$ cat src/rtl/sea_state_sampler_pkg.sv
// sea_state_sampler_pkg: shared data width, quadrature direction encoding and 32-bit saturation.
package sea_state_sampler_pkg;

    localparam int DW = 32;

    // Encoding equals the modulo-4 step between the previous and current Gray-decoded phases
    typedef enum logic [1:0] {
        DIR_NONE = 2'd0,
        DIR_FWD  = 2'd1,
        DIR_ERR  = 2'd2,
        DIR_REV  = 2'd3
    } dir_t;

    function automatic logic [1:0] gray2bin(input logic [1:0] g);
        return {g[1], g[1] ^ g[0]};
    endfunction

    function automatic dir_t quad_dir(input logic [1:0] prv, input logic [1:0] cur);
        return dir_t'(gray2bin(prv) - gray2bin(cur));
    endfunction

    function automatic logic signed [DW-1:0] sat32(input logic signed [63:0] v);
        return v > 64'sd2147483647 ? 32'sh7FFFFFFF :
               v < -64'sd2147483648 ? 32'sh80000000 : v[DW-1:0];
    endfunction

endpackage

$ cat src/rtl/sea_state_sampler_quad_decoder.sv
// quad_decoder: encoder pin synchroniser, 4x decode, wrapping position count and illegal-transition counter.
module quad_decoder
    import sea_state_sampler_pkg::*;
(
    input  logic                 clk,
    input  logic                 rst_n,
    input  logic                 enc_a,
    input  logic                 enc_b,
    input  logic                 pos_clr,
    output logic signed [DW-1:0] count,
    output logic                 enc_err,
    output logic [15:0]          err_cnt
);

    logic [1:0] s1, s2, d;
    dir_t       dir;

    always_comb dir = quad_dir(d, s2);

    always_ff @(posedge clk or negedge rst_n) begin
        if (!rst_n) begin
            s1      <= '0;
            s2      <= '0;
            d       <= '0;
            count   <= '0;
            enc_err <= 1'b0;
            err_cnt <= '0;
        end else begin
            s1      <= {enc_a, enc_b};
            s2      <= s1;
            d       <= s2;
            count   <= pos_clr ? '0 :
                       dir == DIR_FWD ? count + 32'sd1 :
                       dir == DIR_REV ? count - 32'sd1 : count;
            enc_err <= dir == DIR_ERR;
            err_cnt <= (dir == DIR_ERR && err_cnt != 16'hFFFF) ? err_cnt + 16'd1 : err_cnt;
        end
    end

endmodule

$ cat src/rtl/sea_state_sampler.sv
// sea_state_sampler: sample timer, two-stage theta/dtheta pipeline with saturated velocity.
// Define SEA_VEL_FILTER_EN for a 4-tap moving-sum velocity filter.
module sea_state_sampler
    import sea_state_sampler_pkg::*;
#(
    parameter int SAMPLE_DIV = 1000,
    parameter int VEL_SHIFT  = 4
) (
    input  logic                 clk,
    input  logic                 rst_n,
    input  logic                 en,
    input  logic                 enc_a,
    input  logic                 enc_b,
    input  logic                 pos_clr,
    output logic signed [DW-1:0] theta,
    output logic signed [DW-1:0] dtheta,
    output logic                 out_valid,
    output logic                 enc_err,
    output logic [15:0]          err_cnt
);

    localparam int TW = $clog2(SAMPLE_DIV);

    logic [TW-1:0]        timer;
    logic                 tick, stage2;
    logic signed [DW-1:0] count, prev, diff, theta_s;
    logic signed [63:0]   vel;

    quad_decoder u_dec (
        .clk     (clk),
        .rst_n   (rst_n),
        .enc_a   (enc_a),
        .enc_b   (enc_b),
        .pos_clr (pos_clr),
        .count   (count),
        .enc_err (enc_err),
        .err_cnt (err_cnt)
    );

    assign tick = en && timer == TW'(SAMPLE_DIV - 1);

`ifdef SEA_VEL_FILTER_EN
    logic signed [DW-1:0] hist [3];

    always_ff @(posedge clk or negedge rst_n) begin
        if (!rst_n)
            hist <= '{default: '0};
        else if (pos_clr)
            hist <= '{default: '0};
        else if (tick)
            hist <= '{diff, hist[0], hist[1]};
    end

    // Divisor stays 4 while history fills, so early samples read low
    always_comb vel = ((64'(diff) + 64'(hist[0]) + 64'(hist[1]) + 64'(hist[2])) <<< VEL_SHIFT) >>> 2;
`else
    always_comb vel = 64'(diff) <<< VEL_SHIFT;
`endif

    always_ff @(posedge clk or negedge rst_n) begin
        if (!rst_n) begin
            timer     <= '0;
            prev      <= '0;
            diff      <= '0;
            theta_s   <= '0;
            stage2    <= 1'b0;
            theta     <= '0;
            dtheta    <= '0;
            out_valid <= 1'b0;
        end else begin
            timer     <= (!en || tick) ? '0 : timer + 1'b1;
            // A tick coincident with pos_clr still samples the pre-clear count
            prev      <= pos_clr ? '0 : tick ? count : prev;
            diff      <= tick ? count - prev : pos_clr ? '0 : diff;
            theta_s   <= tick ? count : theta_s;
            stage2    <= tick;
            theta     <= stage2 ? theta_s : theta;
            dtheta    <= stage2 ? sat32(vel) : dtheta;
            out_valid <= stage2;
        end
    end

endmodule

$ cat config.mk
export PLATFORM = sky130hd
export DESIGN_NAME = sea_state_sampler
export DESIGN_NICKNAME = d
export VERILOG_FILES = /design/src/rtl/sea_state_sampler_pkg.sv /design/src/rtl/sea_state_sampler_quad_decoder.sv /design/src/rtl/sea_state_sampler.sv
export SDC_FILE = /design/constraint.sdc
export NUM_CORES = 1
export LEC_CHECK = 0
export ABC_AREA = 1
export ABC_CLOCK_PERIOD_IN_PS = 10150
export CORE_ASPECT_RATIO = 1.4
export CORE_MARGIN = 2
export CORE_UTILIZATION = 24
export CTS_CLUSTER_DIAMETER = 150
export DETAILED_ROUTE_END_ITERATION = 8
export PLACE_DENSITY = 0.36
export SYNTH_ARGS = -nofsm -noshare
export SYNTH_HDL_FRONTEND = slang
export SYNTH_SLANG_ARGS = --single-unit
$ cat constraint.sdc
create_clock -name clk -period 10.15 [get_ports clk]
set_input_delay 2.03 -clock clk [delete_from_list [all_inputs] [get_ports clk]]
set_output_delay 2.03 -clock clk [all_outputs]
set_load 0.1 [all_outputs]
# Yosys cells after proc, flatten, opt, wreduce, memory -nomap -nowiden
# Index checks and enable logic that the tools add are counted.
[totals]
inputBits = 6
reg_bits = 227
output_inout_bits = 82
[classes]
n_lt_le_gt_ge = 2
bitwise = 2
mux = 10
reduce_logical = 6
n_addsub = 6
n_eq_ne = 5
[ops]
columns = ["op", "count"]
rows = [
  ["2-to-1 mux 32 bit", 9],
  ["> comparator 36 x 32 -> 1 bit (second input constant)", 1],
  ["< comparator 36 x 32 -> 1 bit (second input constant)", 1],
  ["adder 32 x 1 -> 32 bit (second input constant)", 1],
  ["subtractor 32 x 1 -> 32 bit (second input constant)", 1],
  ["subtractor 32 bit", 1],
  ["adder 16 x 1 -> 16 bit (second input constant)", 1],
  ["!= test 16 bit (second input constant)", 1],
  ["adder 10 x 1 -> 10 bit (second input constant)", 1],
  ["== test 10 bit (second input constant)", 1],
  ["2-to-1 mux 10 bit", 1],
  ["== test 2 bit (second input constant)", 2],
  ["nonzero test 3 bit", 1],
  ["== test 2 x 1 -> 1 bit (second input constant)", 1],
  ["logical AND 1 bit", 2],
  ["nonzero test 2 bit", 1],
  ["subtractor 2 bit", 1],
  ["bitwise XOR 1 bit", 2],
  ["zero test 1 bit", 1],
  ["logical OR 1 bit", 1],
]

# Logic depth before layout (Yosys ltp)
# Gate-level depths: netlist of run 1.
[depth]
ltp_word = 6
ltp_mapped = 21

# Modules after synthesis
# A second synthesis of run 1 with hierarchy kept.
[unflattened]
cells_unflattened = 2000
hier_area_um2 = 13867.0
[modules_own_cells]
columns = ["module", "instances", "cells_per_inst", "area_each_um2"]
rows = [
  ["sea_state_sampler", 1, 1228, 9034.9],
  ["quad_decoder", 1, 772, 4832.1],
]

# Worst setup path before layout of run 1
# No wires, ideal clock.
[synth_path]
kind = "register to output"
startpoint = "register dtheta[3] (netlist name)"
endpoint = "output port dtheta[1]"
arrival_ps = 1373
stages_incl_launch_ff = 2
path_buffers = 1
required_ps = 8120
path_slack_ps = 6747
path_cell_list = "dfrtp_1 > buf_4"
[synth_rtl]
columns = ["item", "line_no", "source"]
rows = [
  ["end, declared", "sea_state_sampler.sv:16", "output logic signed [DW-1:0] dtheta,"],
]

# Worst setup path in the final report of run 1
[layout_path]
startpoint = "register u_dec.err_cnt[6]"
endpoint = "output port err_cnt[6]"
[layout_rtl]
columns = ["item", "line_no", "source"]
rows = [
  ["start, declared", "sea_state_sampler_quad_decoder.sv:12", "output logic [15:0] err_cnt"],
  ["start signal, assigned", "sea_state_sampler_quad_decoder.sv:36", "err_cnt <= (dir == DIR_ERR && err_cnt != 16'hFFFF) ? err_cnt + 16'd1 : err_cnt;"],
  ["end, declared", "sea_state_sampler.sv:19", "output logic [15:0] err_cnt"],
]
# No word-level cell between the ends.

==> flow_summary.toml, run 1 <==
[floorplan]
die_w_um = 205
core_area_um2 = 55500
initial_core_util = 0.243
fp.dieH_um = 285
rows = 102
die_area_um2 = 58200
io-pin-count = 88

[cells_and_area]
design_area_um2 = 16100
diodes = 0
multi_input_area_um2 = 6590
fin_nets = 2131
layout_commonest_cell = "nand2_1"
final_layout_size_suffix_gt1_frac = 0.0381
layout_common_cells = "nand2_1 (868), inv_1 (291), dfrtp_1 (224)"
regArea_um2 = 5610
synthToLayoutAreaGrowth_pct = 19.2
fillCellCount = 6125
final_core_util = 0.290

[grt]
grt_antenna_before_repair = 0
grt_first_pass_wirelength_um = 67200
grt_max_degree = 116
globalRouteOverflowTotal = 0
grt_pass1_vias = 12400
grt_use_total = 0.145

[setup_path]
cpLargestDelayFamily = "buffers and inverters"
r2r-start = "u_dec.s2[1]"
endpoint_kind = "output port"
cp_data_required_time_ns = 8.12
r2r_slack_ns = 6.91
crit_path_max_fanout = 7
critPathKind = "register to output port"
cpPeakStageDelay_ns = 1.20
crit_chain = "clkdlybuf4s50_1"
crit_arrival_ns = 2.30
r2r_end = "u_dec.count[29]"
start_kind = "register"
cp_slowest_cell = "clkdlybuf4s50_1"
r2r_cells = 18
path_buf_inv = 1

[drt]
viasPerCell = 4.23
drc = 0
dr.first_iter.drc_count = 458
vias = 11900
wl_um = 41300
drt_first_pass_iters = 5
routedWlPerCell_um = 14.7
antenna_left = 0

[job]
cap_violations = 0

[sta]
period_minus_slack_ns = 4.33
setup_viol = 0
finalMaxSlewViolations = 0
hold_viol = 0
finClkSkew_ns = 0.0244
rsz0062_at_grt = "no"
tightestPinTransition_ns = 1.10
fin_crit_sh = 0.427
slew_headroom = 0.267
max_freq_mhz = 231
hold_ws_ns = 0.339
finalSetupTns_ns = 0

[cts]
clockRootBuffer = "clkbuf_16"
clk_pin_slew_ns = 0.06
worst_skew_pair.late_latency_ns = 0.58
cts_buffers = 27
holdBufCountCts = 0
cts_resized = 0
cts_buffer_depth = 3
h-tree-depth = 1
cts_tree = "done"
postCtsSetupRepairBufs = 0
cts_sinks = 224

[place]
place.gp.congestion = 0.859
port_buffers = 87
placed_area_um2 = 15200
dp_hpwl_um = 31100

[yosys]
ys_types = 39
synth_seq_cells = 224
yosysWarnings = 0
syn_nets = 2049
netlist_area_um2 = 13500
synth_edf_count = 0
synthCells = 1970
ys_seq_area_frac = 0.415
yosys.area.top_type = "dfrtp_1"
syn_area_per_cell_um2 = 6.86
ys_top_cells_by_area = "dfrtp_1 (41%), nand2_1 (24%), inv_1 (8.1%), ha_1 (6.6%), nand3_1 (3.7%)"
yosysTopAreaCellShare = 0.415
synth_ff_type = "dfrtp_1"
ys_async_sr_fraction = 1.00

[pwr]
power.density_nw_per_um2 = 292
p_switching_mw = 2.30
ir_worst_vdd_mv = 0.200
seq_power_share = 0.230
power.leakage_nw = 8.67
swShare = 0.489
combPwrFrac = 0.549
power.internal_mw = 2.40
p_clk_frac = 0.221

[worst_hold_path]
hp-class = "register to register"
holdCritStartpoint = "u_dec.s1[0]"
hold_depth = 0
min_to = "u_dec.s2[0]"

[status]
status = "completed"
-- per-layer routing --
layer | part of all wire | global-route usage
met1 | 0.44 | 0.179
met2 | 0.50 | 0.260
met3 | 0.030 | 0.0178
met4 | 0.029 | 0.0495
met5 | 0 | 0
-- cells in the mapped netlist (17+ instances only) --
library cell and number:
nand2_1 868, inv_1 291, dfrtp_1 224, nor2_1 123
nand3_1 101, a21oi_1 74, ha_1 71, o21ai_0 49
clkbuf_1 28, xnor2_1 20, nor3_1 17, o21ai_1 17
-- metrics by stage --
stage,power (mW),std cells,worst slack [ns]
after CTS,4.80,2800,5.76
after detailed placement,3.71,2751,5.76
final,4.70,2800,5.82
after global placement,3.72,2751,5.81
after global routing,5.19,2800,5.75
after floorplan,2.95,1970,6.75
-- state kept, by name (all words and copies together) (netlist names) --
signal,flops
diff,32
dtheta,29
out_valid,1
prev,32
stage2,1
theta,32
theta_s,32
timer,10
u_dec.count,32
u_dec.d,2
u_dec.enc_err,1
u_dec.err_cnt,16
u_dec.s1,2
u_dec.s2,2
-- kinds of logic (layout without fill, tap and decap cells) --
group	Yosys count	in the layout	share of synthesized area
xor gates and xnor gates	31	31	0.0201
adders and majority gates	73	73	0.0687
and+or+nand+nor	1152	1152	0.341
AOI/OAI and AO/OA	149	149	0.0569
buffers and inverters	341	443	0.0983
DFF	224	224	0.415
-- worst max-delay path by stage --
stage / start / end / slack [ns] / depth (start not counted)
floorplan: dtheta[3] / dtheta[1] / 6.75 / 1
global placement: en / prev[30] / 5.81 / 7
detailed placement: en / prev[12] / 5.76 / 7
CTS: u_dec.err_cnt[6] / err_cnt[6] / 5.76 / 1
global route: u_dec.err_cnt[6] / err_cnt[6] / 5.75 / 1
finish: u_dec.err_cnt[6] / err_cnt[6] / 5.82 / 1
-- area by class of cell --
class	count	area share
clock buffer	38	0.0476
clock inverter	11	0.0109
inverter	297	0.0693
multi-input combinational	1405	0.409
sequential	224	0.348
tap	728	0.0565
timing repair buffer	97	0.0590
-- power groups by stage --
stage / clock network [mW] / logic (mW) / registers, mW
floorplan: 0 / 1.83 / 1.12
global placement: 0 / 2.62 / 1.10
detailed placement: 0 / 2.61 / 1.10
CTS: 1.09 / 2.62 / 1.08
global route: 1.13 / 2.97 / 1.10
finish: 1.04 / 2.58 / 1.08
Note: power is estimated with default switching activity, not from simulation.
==> run 2: changes to the inputs <==
ABC_CLOCK_PERIOD_IN_PS = 3700   (was 10150)
PLACE_DENSITY = 0.37   (was 0.36)
clock period = 3.7 ns   (was 10.15 ns; I/O delays follow)
==> flow_summary.toml, run 2 (synthesis gave the netlist of run 1 again) <==
[drt]
wl_um = 41200
dr.first_iter.drc_count = 442
antenna_left = 0
drt_first_pass_iters = 4
vias = 11800
drc = 0
viasPerCell = 4.22
routedWlPerCell_um = 14.7

[grt]
grt_pass1_vias = 12200
grt_first_pass_wirelength_um = 66700
met1_usage = 0.179
grt_use_total = 0.144
busiest_layer = "met2"
use_met3 = 0.0154
grt_max_degree = 72
globalRouteOverflowTotal = 0
grt_antenna_before_repair = 0
met2_usage = 0.258

[setup_path]
cp_data_required_time_ns = 4.14
crit_start = "u_dec.s2[1]"
worstSetupPathDepth = 20
endpoint = "u_dec.count[30]"
cpPeakStageDelay_ns = 0.41
r2r-start = "u_dec.s2[1]"
crit_chain = "xor2_1 > ha_1 > inv_1 > nand2_1 > nand2_1 > nand2_1 > nand2_1 > nand2_1 > buf_12 > ha_1 > nand2_1 > nor2_1 > and2_1 > nand2_1 > nand2_1 > nand2_1 > nand2_1 > nand2_1 > nand3_1 > nand2_1"
cp_slowest_cell = "dfrtp_1"
crit_path_max_fanout = 39
cpMostUsedCell = "nand2_1"
endpoint_kind = "register"
r2r_slack_ns = 0.51
start_kind = "register"
cpLargestDelayFamily = "simple AND/OR/NAND/NOR gates"
crit_arrival_ns = 3.63
r2r_cells = 20
critPathKind = "register to register"
path_buf_inv = 2
r2r_end = "u_dec.count[30]"

[pwr]
power.density_nw_per_um2 = 798
power.leakage_nw = 8.72
p_total_mw = 12.9
ir_worst_vdd_mv = 0.504

[job]
cap_violations = 0

[cts]
cts_buffer_depth = 3
h-tree-depth = 1
clockRootBuffer = "clkbuf_16"
postCtsSetupRepairBufs = 0
holdBufCountCts = 0
cts_tree = "done"
cts_resized = 0
cts_sinks = 224
worst_skew_pair.late_latency_ns = 0.58
clk_pin_slew_ns = 0.06
cts_buffers = 27

[floorplan]
die_area_um2 = 58200
fp.dieH_um = 285
initial_core_util = 0.243
core_area_um2 = 55500
rows = 102
die_w_um = 205
io-pin-count = 88

[place]
port_buffers = 87
placedCellCount = 2755
place_ws_ns = 0.516
place.gp.congestion = 0.882
dp_hpwl_um = 31300

[sta]
max_freq_mhz = 314
hold_viol = 0
layout_setup_ws_ns = 0.511
rsz0062_at_grt = "no"
fin_crit_sh = 0.862
tightestPinTransition_ns = 1.18
finalSetupTns_ns = 0
slew_headroom = 0.212
setup_viol = 0
finalMaxSlewViolations = 0
period_minus_slack_ns = 3.19
finClkSkew_ns = 0.0371
hold_ws_ns = 0.170

[cells_and_area]
stdcell_count = 2803
layout_commonest_cell = "nand2_1"
fin_nets = 2135
diodes = 0
synthToLayoutAreaGrowth_pct = 20.0
final_layout_size_suffix_gt1_frac = 0.0400
layout_common_cells = "nand2_1 (868), inv_1 (291), dfrtp_1 (224)"

[status]
status = "completed"

[worst_hold_path]
hp-class = "input pin to async pin"
run 2: changes by cell type in the layout (fill, tap and decap cells not counted), sizes merged:
cell      previous run  this run
buf                 11        15
clkinvlp             2         0
bufinv               4         5
clkbuf              38        37
inv                298       299
run 2: per-layer routing:
| layer | wire (µm) | vias to the layer above |
|---|---|---|
| li1 | - | 6213 |
| met3 | 1170 | 60 |
| met4 | 1250 | 0 |
| met5 | 0 | - |
| met1 | 18300 | 5387 |
| met2 | 20500 | 159 |
run 2: power by group:
| group | internal (mW) | switching, mW |
|---|---|---|
| sequential | 2.64 | 0.324 |
| combinational | 2.23 | 4.84 |
| clock | 1.79 | 1.12 |
run 2: cell type report:
class / count / area, µm²
Inverter: 297 / 1120
Multi-Input combinational cell: 1405 / 6590
Clock inverter: 11 / 199
Tap cell: 728 / 911
Sequential cell: 224 / 5610
Clock buffer: 37 / 763
Fill cell: 6142 / 39300
Timing Repair Buffer: 101 / 1030
run 2: per-stage QoR:
step | instance area, µm² | util
final | 16200 | 0.292
after global routing | 16200 | 0.292
after CTS | 16200 | 0.292
after detailed placement | 15200 | 0.275
after global placement | 15200 | 0.275
after floorplan | 13500 | -
run 2: worst min path at each step:
stage                      end  cells past startpoint   startpoint  slack, ns
3_5_place_dp       u_dec.s2[0]                      0  u_dec.s1[0]       0.37
6_report             theta[22]                      1        rst_n       0.17
3_3_place_gp        u_dec.d[0]                      0  u_dec.s2[0]       0.38
4_1_cts        u_dec.count[31]                      1        rst_n       0.16
2_1_floorplan      u_dec.s2[0]                      0  u_dec.s1[0]       0.33
5_1_grt              theta[30]                      1        rst_n       0.20
